## src/rtl/axil_mem_mailbox_if.sv

```systemverilog
// Bus bundle for axil_mem_mailbox: host-side memory strobes (addr/wen/ren/
// data) plus the device-side TX and RX streaming handshakes.
// slave  = the mailbox itself, master = whoever drives the strobes/streams.
interface axil_mem_mailbox_if #(
  parameter int mem_addr_width_p = 8
);
  logic [mem_addr_width_p-1:0] addr_i;
  logic                        wen_i;
  logic                        ren_i;
  logic [31:0]                 data_i;
  logic [31:0]                 data_o;
  logic                        tx_v_o;
  logic [31:0]                 tx_data_o;
  logic                        tx_yumi_i;
  logic                        rx_v_i;
  logic [31:0]                 rx_data_i;
  logic                        rx_ready_o;

  modport slave (
    input  addr_i, wen_i, ren_i, data_i, tx_yumi_i, rx_v_i, rx_data_i,
    output data_o, tx_v_o, tx_data_o, rx_ready_o
  );

  modport master (
    output addr_i, wen_i, ren_i, data_i, tx_yumi_i, rx_v_i, rx_data_i,
    input  data_o, tx_v_o, tx_data_o, rx_ready_o
  );
endinterface

```

## src/rtl/axil_mem_mailbox.sv

```systemverilog
// axil_mem_mailbox: polled host mailbox behind an AXI-Lite-to-memory front end.
// Register window: TX_DATA, TX_VACANCY, RX_DATA, RX_OCCUPANCY, SCRATCH, STATUS.
// Optional macro MAILBOX_IRQ_EN adds irq_o and the IRQ_EN register at 0x18.
module axil_mem_mailbox #(
  parameter  int mem_addr_width_p = 8,
  parameter  int els_p            = 16,
  localparam int count_width_lp   = $clog2(els_p + 1)
) (
  input  logic               clk_i,
  input  logic               reset_n_i,
  axil_mem_mailbox_if.slave  bus
`ifdef MAILBOX_IRQ_EN
  ,
  output logic               irq_o
`endif
);
  localparam int aw_lp  = mem_addr_width_p;
  localparam int ptr_lp = $clog2(els_p);

  localparam logic [aw_lp-3:0] idx_tx_data   = (aw_lp-2)'(0);
  localparam logic [aw_lp-3:0] idx_tx_vac    = (aw_lp-2)'(1);
  localparam logic [aw_lp-3:0] idx_rx_data   = (aw_lp-2)'(2);
  localparam logic [aw_lp-3:0] idx_rx_occ    = (aw_lp-2)'(3);
  localparam logic [aw_lp-3:0] idx_scratch   = (aw_lp-2)'(4);
  localparam logic [aw_lp-3:0] idx_status    = (aw_lp-2)'(5);
  localparam logic [aw_lp-3:0] idx_irq_en    = (aw_lp-2)'(6);

  localparam logic [count_width_lp-1:0] full_count_lp = count_width_lp'(els_p);

  // strobe history and request detection
  logic wen_reg, ren_reg;
  logic wr_req, rd_req;
  logic [aw_lp-3:0] word_addr;
  logic unused_addr_lsbs;

  assign word_addr        = bus.addr_i[aw_lp-1:2];
  assign unused_addr_lsbs = &{1'b0, bus.addr_i[1:0]};
  assign wr_req           = bus.wen_i & ~wen_reg;
  // a read colliding with a write is dropped; the write wins
  assign rd_req           = bus.ren_i & ~ren_reg & ~wr_req;

  // FIFO storage and bookkeeping
  logic [31:0]               tx_mem [els_p];
  logic [31:0]               rx_mem [els_p];
  logic [ptr_lp-1:0]         tx_wr_ptr_reg, tx_rd_ptr_reg;
  logic [ptr_lp-1:0]         rx_wr_ptr_reg, rx_rd_ptr_reg;
  logic [count_width_lp-1:0] tx_count_reg, rx_count_reg;
  logic [31:0]               scratch_reg, data_o_reg, rd_data_next;
  logic                      tx_overflow_reg, rx_underflow_reg;

  logic tx_full, tx_empty, rx_full, rx_empty;
  logic tx_wr, tx_push, tx_pop, tx_ovf_set;
  logic rx_rd, rx_push, rx_pop, rx_unf_set;
  logic status_wr;
  logic [31:0] status_word;

  assign tx_full  = (tx_count_reg == full_count_lp);
  assign tx_empty = (tx_count_reg == '0);
  assign rx_full  = (rx_count_reg == full_count_lp);
  assign rx_empty = (rx_count_reg == '0);

  assign tx_pop     = bus.tx_yumi_i & ~tx_empty;
  assign tx_wr      = wr_req & (word_addr == idx_tx_data);
  // a same-cycle pop frees the slot, so a write to a full FIFO still lands
  assign tx_push    = tx_wr & (~tx_full | tx_pop);
  assign tx_ovf_set = tx_wr & ~tx_push;

  assign rx_push    = bus.rx_v_i & ~rx_full;
  assign rx_rd      = rd_req & (word_addr == idx_rx_data);
  assign rx_pop     = rx_rd & ~rx_empty;
  assign rx_unf_set = rx_rd & rx_empty;

  assign status_wr   = wr_req & (word_addr == idx_status);
  assign status_word = {28'd0, rx_underflow_reg, tx_overflow_reg, rx_empty, tx_full};

  assign bus.data_o     = data_o_reg;
  assign bus.tx_v_o     = ~tx_empty;
  assign bus.tx_data_o  = tx_mem[tx_rd_ptr_reg];
  assign bus.rx_ready_o = ~rx_full;

`ifdef MAILBOX_IRQ_EN
  logic irq_en_reg, irq_reg;
  assign irq_o = irq_reg;

  // interrupt enable register and registered RX-not-empty interrupt
  always_ff @(posedge clk_i or negedge reset_n_i) begin
    if (!reset_n_i) begin
      irq_en_reg <= 1'b0;
      irq_reg    <= 1'b0;
    end else begin
      if (wr_req && word_addr == idx_irq_en) irq_en_reg <= bus.data_i[0];
      irq_reg <= irq_en_reg & ~rx_empty;
    end
  end
`endif

  // read-data mux for the register window
  always_comb begin
    rd_data_next = 32'd0;
    case (word_addr)
      idx_tx_vac:  rd_data_next = 32'(full_count_lp - tx_count_reg);
      idx_rx_data: rd_data_next = rx_empty ? 32'hdead_beef : rx_mem[rx_rd_ptr_reg];
      idx_rx_occ:  rd_data_next = 32'(rx_count_reg);
      idx_scratch: rd_data_next = scratch_reg;
      idx_status:  rd_data_next = status_word;
`ifdef MAILBOX_IRQ_EN
      idx_irq_en:  rd_data_next = {31'd0, irq_en_reg};
`endif
      default:     rd_data_next = 32'd0;
    endcase
  end

  // FIFO payload storage (no reset needed; validity tracked by counters)
  always_ff @(posedge clk_i) begin
    if (tx_push) tx_mem[tx_wr_ptr_reg] <= bus.data_i;
    if (rx_push) rx_mem[rx_wr_ptr_reg] <= bus.rx_data_i;
  end

  // control state: strobe history, pointers, counters, registers, flags
  always_ff @(posedge clk_i or negedge reset_n_i) begin
    if (!reset_n_i) begin
      wen_reg          <= 1'b0;
      ren_reg          <= 1'b0;
      tx_wr_ptr_reg    <= '0;
      tx_rd_ptr_reg    <= '0;
      rx_wr_ptr_reg    <= '0;
      rx_rd_ptr_reg    <= '0;
      tx_count_reg     <= '0;
      rx_count_reg     <= '0;
      scratch_reg      <= 32'd0;
      data_o_reg       <= 32'd0;
      tx_overflow_reg  <= 1'b0;
      rx_underflow_reg <= 1'b0;
    end else begin
      wen_reg <= bus.wen_i;
      ren_reg <= bus.ren_i;

      if (tx_push) tx_wr_ptr_reg <= tx_wr_ptr_reg + ptr_lp'(1);
      if (tx_pop)  tx_rd_ptr_reg <= tx_rd_ptr_reg + ptr_lp'(1);
      if (tx_push && !tx_pop)      tx_count_reg <= tx_count_reg + count_width_lp'(1);
      else if (!tx_push && tx_pop) tx_count_reg <= tx_count_reg - count_width_lp'(1);

      if (rx_push) rx_wr_ptr_reg <= rx_wr_ptr_reg + ptr_lp'(1);
      if (rx_pop)  rx_rd_ptr_reg <= rx_rd_ptr_reg + ptr_lp'(1);
      if (rx_push && !rx_pop)      rx_count_reg <= rx_count_reg + count_width_lp'(1);
      else if (!rx_push && rx_pop) rx_count_reg <= rx_count_reg - count_width_lp'(1);

      if (wr_req && word_addr == idx_scratch) scratch_reg <= bus.data_i;
      if (rd_req) data_o_reg <= rd_data_next;

      if (tx_ovf_set)                       tx_overflow_reg <= 1'b1;
      else if (status_wr && bus.data_i[2])  tx_overflow_reg <= 1'b0;
      if (rx_unf_set)                       rx_underflow_reg <= 1'b1;
      else if (status_wr && bus.data_i[3])  rx_underflow_reg <= 1'b0;
    end
  end
endmodule

```

## src/flat_wrapper.sv

```systemverilog
// flat-port wrapper written by rule: the top's interface ports become plain ports
module axil_mem_mailbox_flat 
#(
  parameter  int mem_addr_width_p = 8,
  parameter  int els_p            = 16,
  localparam int count_width_lp   = $clog2(els_p + 1)
)
  (clk_i, reset_n_i, bus_addr_i, bus_wen_i, bus_ren_i, bus_data_i, bus_tx_yumi_i, bus_rx_v_i, bus_rx_data_i, bus_data_o, bus_tx_v_o, bus_tx_data_o, bus_rx_ready_o);
  axil_mem_mailbox_if #(.mem_addr_width_p(mem_addr_width_p)) bus_i ();
  input  logic clk_i;
  input  logic reset_n_i;
  input wire logic [$bits(bus_i.addr_i)-1:0] bus_addr_i;
  input wire logic [$bits(bus_i.wen_i)-1:0] bus_wen_i;
  input wire logic [$bits(bus_i.ren_i)-1:0] bus_ren_i;
  input wire logic [$bits(bus_i.data_i)-1:0] bus_data_i;
  input wire logic [$bits(bus_i.tx_yumi_i)-1:0] bus_tx_yumi_i;
  input wire logic [$bits(bus_i.rx_v_i)-1:0] bus_rx_v_i;
  input wire logic [$bits(bus_i.rx_data_i)-1:0] bus_rx_data_i;
  output wire logic [$bits(bus_i.data_o)-1:0] bus_data_o;
  output wire logic [$bits(bus_i.tx_v_o)-1:0] bus_tx_v_o;
  output wire logic [$bits(bus_i.tx_data_o)-1:0] bus_tx_data_o;
  output wire logic [$bits(bus_i.rx_ready_o)-1:0] bus_rx_ready_o;
  assign bus_i.addr_i = bus_addr_i;
  assign bus_i.wen_i = bus_wen_i;
  assign bus_i.ren_i = bus_ren_i;
  assign bus_i.data_i = bus_data_i;
  assign bus_i.tx_yumi_i = bus_tx_yumi_i;
  assign bus_i.rx_v_i = bus_rx_v_i;
  assign bus_i.rx_data_i = bus_rx_data_i;
  assign bus_data_o = bus_i.data_o;
  assign bus_tx_v_o = bus_i.tx_v_o;
  assign bus_tx_data_o = bus_i.tx_data_o;
  assign bus_rx_ready_o = bus_i.rx_ready_o;
  axil_mem_mailbox #(.mem_addr_width_p(mem_addr_width_p), .els_p(els_p)) u_core (.clk_i(clk_i), .reset_n_i(reset_n_i), .bus(bus_i));
endmodule
```

## config.mk

```make
export PLATFORM = sky130hd
export DESIGN_NAME = axil_mem_mailbox_flat
export DESIGN_NICKNAME = d
export VERILOG_FILES = /design/src/rtl/axil_mem_mailbox_if.sv /design/src/rtl/axil_mem_mailbox.sv /design/src/flat_wrapper.sv
export SDC_FILE = /design/constraint.sdc
export NUM_CORES = 1
export LEC_CHECK = 0
export ABC_AREA = 1
export CORE_UTILIZATION = 40
export CTS_BUF_LIST = sky130_fd_sc_hd__clkbuf_8
export CTS_CLUSTER_DIAMETER = 30
export DETAILED_ROUTE_END_ITERATION = 10
export SLEW_MARGIN = 20
export SYNTH_ARGS = -nofsm -noshare
export SYNTH_HDL_FRONTEND = slang
export SYNTH_SLANG_ARGS = --single-unit
```

## constraint.sdc

```tcl
create_clock -name clk_i -period 4.7 [get_ports clk_i]
set_input_delay 0.94 -clock clk_i [delete_from_list [all_inputs] [get_ports clk_i]]
set_output_delay 0.94 -clock clk_i [all_outputs]
set_load 0.01 [all_outputs]
```

==> results.sh <==
export IMPL_nets=4259
export IMPL_postSynthNetCount=4016
export IMPL_initial_antenna_violation_count=9
export IMPL_netlist_area_sq_mm=0.0459
export IMPL_postCtsSetupBuffers=0
export IMPL_crit_path_frequent_cell="nand3_1"
export IMPL_cts_max_level=4
export IMPL_maxClockFrequency_ghz=0.221
export IMPL_grt_max_degree=148
export IMPL_postSynthRegisterBits=1118
export IMPL_cts_hold_repair_buffers=0
export IMPL_critical_path_cell_chain="nand2_2, clkinv_1, buf_4, nand3_1, nand3_1, o21ai_0, clkdlybuf4s50_1"
export IMPL_die_area_sq_mm=0.116
export IMPL_tritoncts_clock_tree="built"
export IMPL_total_of_buffers_placed_on_input_and_output_ports=141
export IMPL_globalplace_congestion=0.794
export IMPL_finClkSkew_ps=47.0
export IMPL_dp_final_hpwl_mm=69.3
export IMPL_die_width_um=341
export IMPL_detailedRoute_firstIterationViolations=2821
export IMPL_cts_sinks=1118
export IMPL_clock_buffers_created_by_tritoncts=221
export IMPL_final_antenna_net_count=0
export IMPL_syn_area_per_cell_sq_um=11.7
export IMPL_p_total_uw=29000
export IMPL_synth_top_cell_area_share=0.671
export IMPL_synth_cells=3915
export IMPL_slew_headroom=0.314
export IMPL_detail_route_vias_per_cell=5.22
export IMPL_critPathBufInv=3
export IMPL_placed_cell_area_sq_mm=0.0493
export IMPL_grt_setup_unrepaired="false"
export IMPL_drive_gt1_frac=0.120
export IMPL_synth_warning_count=0
export IMPL_clkLatencyLatePin_ps=900
export IMPL_worst_r2r_setup_slack_ps=1360
export IMPL_first_global_vias=29145
export IMPL_critPathSlowestCell="clkdlybuf4s50_1"
export IMPL_min_path_type="primary input to async pin"
export IMPL_critical_path_reg2reg_startpoint="u_core.tx_count_reg[0]"
export IMPL_synth_lib_cells_used_distinct=40
export IMPL_cp_end_kind="output port"
export IMPL_reg2reg_depth=12
export IMPL_worst_ep_required_time_ps=3760
export IMPL_clockBufferDepth=3
export IMPL_chipHeight_um=341
export IMPL_vias=30552
export IMPL_outcome="completed"
export IMPL_worst_path_dominant_cell_family="buffers and inverters"
export IMPL_path_clk_slew_ps=60
export IMPL_globalRoute_totalOverflow=0
export IMPL_startpoint="u_core.tx_rd_ptr_reg[1]"
export IMPL_power_density_mw_per_mm2=536
export IMPL_number_of_synthesized_flops_with_an_enable_pin=1024
export IMPL_cp_num_cells=7
export IMPL_final_core_utilization=0.478
export IMPL_synth_async_sr_flop_share=0.0841
export IMPL_final_design_area_no_fill_sq_mm=0.0541
export IMPL_synth_top_area_cell="edfxtp_1"
export IMPL_count_of_pins_over_their_slew_limit=0
export IMPL_synth_seq_area_share=0.722
export IMPL_endpoint="bus_tx_data_o[7]"
export IMPL_route_detailed_drc=0
export IMPL_number_of_max_cap_violations=0
export IMPL_post_synth_main_area_contributors="edfxtp_1, nand2_1, dfrtp_1"
export IMPL_floorplan_core_area_sq_mm=0.113
export IMPL_crit_path_max_fanout=15
export IMPL_root_buffer="clkbuf_8"
export IMPL_report_final_hold_viol_count=0
export IMPL_primary_ff_master_synth="edfxtp_1"
export IMPL_finalCriticalPeriod_ps=4530
export IMPL_arrival_ps=3590
export IMPL_synthToLayoutAreaGrowth_pct=17.9
export IMPL_tightest_slew_ps=1030
export IMPL_route_final_wire_length_mm=126
export IMPL_grt_pass1_wl_mm=185
export IMPL_fin_hold_ws_ps=196
export IMPL_timing_final_setup_violations=0
export IMPL_floorplan_io_pins=144
export IMPL_reg_largest_list="u_core.rx_mem x512, u_core.tx_mem x512"
export IMPL_setup_worst_path_start_class="register"
export IMPL_worst_path_largest_cell_delay_ps=600
export IMPL_row_cnt=123
export IMPL_worst_ir_drop_vdd_mv=0.334
export IMPL_criticalPathCategory="register to output port"
export IMPL_total_leakage_power_uw=0.0206
export IMPL_setup_tns_final_ps=0
export IMPL_wl_per_cell_um=21.5
export IMPL_drt_pre_antenna_iters=5
export IMPL_share_of_the_cycle_needed_by_the_critical_path_after_routing=0.965
export IMPL_r2r_end="u_core.tx_mem[11][7]"
export IMPL_initial_util=0.405
export IMPL_global_route_usage_total=0.214
how the worst min path moves through the flow:
stage	to	slack (ps)	cells after the start
4_1_cts	u_core.tx_rd_ptr_reg[1]	170	1
2_1_floorplan	u_core.scratch_reg[2]	450	2
5_1_grt	u_core.tx_rd_ptr_reg[1]	230	1
6_report	u_core.tx_rd_ptr_reg[0]	200	1
3_3_place_gp	u_core.bus.data_o[1]	460	2
3_5_place_dp	u_core.bus.data_o[1]	460	2
area by class of cell:
cell class / instances / area, sq um
Fill cell: 10051 / 59000
Antenna cell: 2 / 5.00
Clock inverter: 189 / 1670
Timing Repair Buffer: 239 / 2340
Tap cell: 1500 / 1880
Clock buffer: 226 / 3110
Sequential cell: 1118 / 33100
Inverter: 306 / 1170
Multi-Input combinational cell: 2272 / 10800
routing by layer:
layer  wire length (um)  GRT usage
met3               9770     0.0432
met5                 76          0
met4               2910     0.0737
met2              58600      0.338
met1              54200      0.295
cells in the final DEF, fill, tap and decap left out, types with 6 or more instances in the layout:
cell,count
clkinv_1,33
buf_4,81
nand4_1,21
clkinvlp_4,27
inv_1,341
nand3_1,377
clkdlybuf4s50_1,140
xor2_1,14
clkbuf_8,226
clkinv_4,10
o221ai_1,16
edfxtp_1,1024
o21ai_1,22
mux2_2,11
a21oi_1,103
dfrtp_1,86
nor2_4,34
o211ai_1,29
a221oi_1,38
nand2_1,1037
nor2_1,250
mux2_1,6
clkinv_2,39
ha_1,21
buf_12,15
o22ai_1,41
o21ai_0,218
o221a_2,10
bufinv_16,24
power breakdown:
group	leakage, uW	internal [uW]	switching (uW)	total (uW)
Combinational	0.00768	2240	4590	6830
Clock	0.00254	5920	4460	10400
Sequential	0.0104	11500	319	11800
timing repair:
action | CTS | global route
cloned | 0 | 0
endpoints found under the setup margin | 3 | 10
resized for setup | 2 | 4
cells by family (layout without fill, tap and decap cells):
kind of cell	Yosys count	count (layout)	synth area share
AO/OA/AOI/OAI	481	481	0.0613
XOR/XNOR	16	16	0.00306
adder cells (fa/ha/maj)	23	23	0.00660
buffers and inverters	525	960	0.0484
flip-flops	1118	1118	0.722
multiplexers	17	17	0.00417
other	0	2	0
AND/OR/NAND/NOR	1735	1735	0.155
Yosys cell counts, types with 5 or more instances:
library cell,instances
mux2_2,11
ha_1,21
nand2_1,1040
a221oi_1,38
o221ai_1,16
inv_1,296
nand3_1,377
buf_2,111
nor3_1,5
o22ai_1,41
clkinv_1,5
a21oi_1,103
o21ai_1,21
edfxtp_1,1024
dfrtp_1,94
nor2_1,282
buf_4,21
clkbuf_1,70
o221a_2,10
o21ai_0,219
nand4_1,21
xor2_1,14
inv_2,5
mux2_1,6
o211ai_1,29
buf_1,13
through the flow:
stage	setup slack, ps	cells
after global routing	5.97	5852
after floorplan	1130	3915
final	165	5852
after global placement	812	5435
after detailed placement	793	5435
after CTS	1.62	5850
No activity file was read; power rests on OpenSTA's default activity.
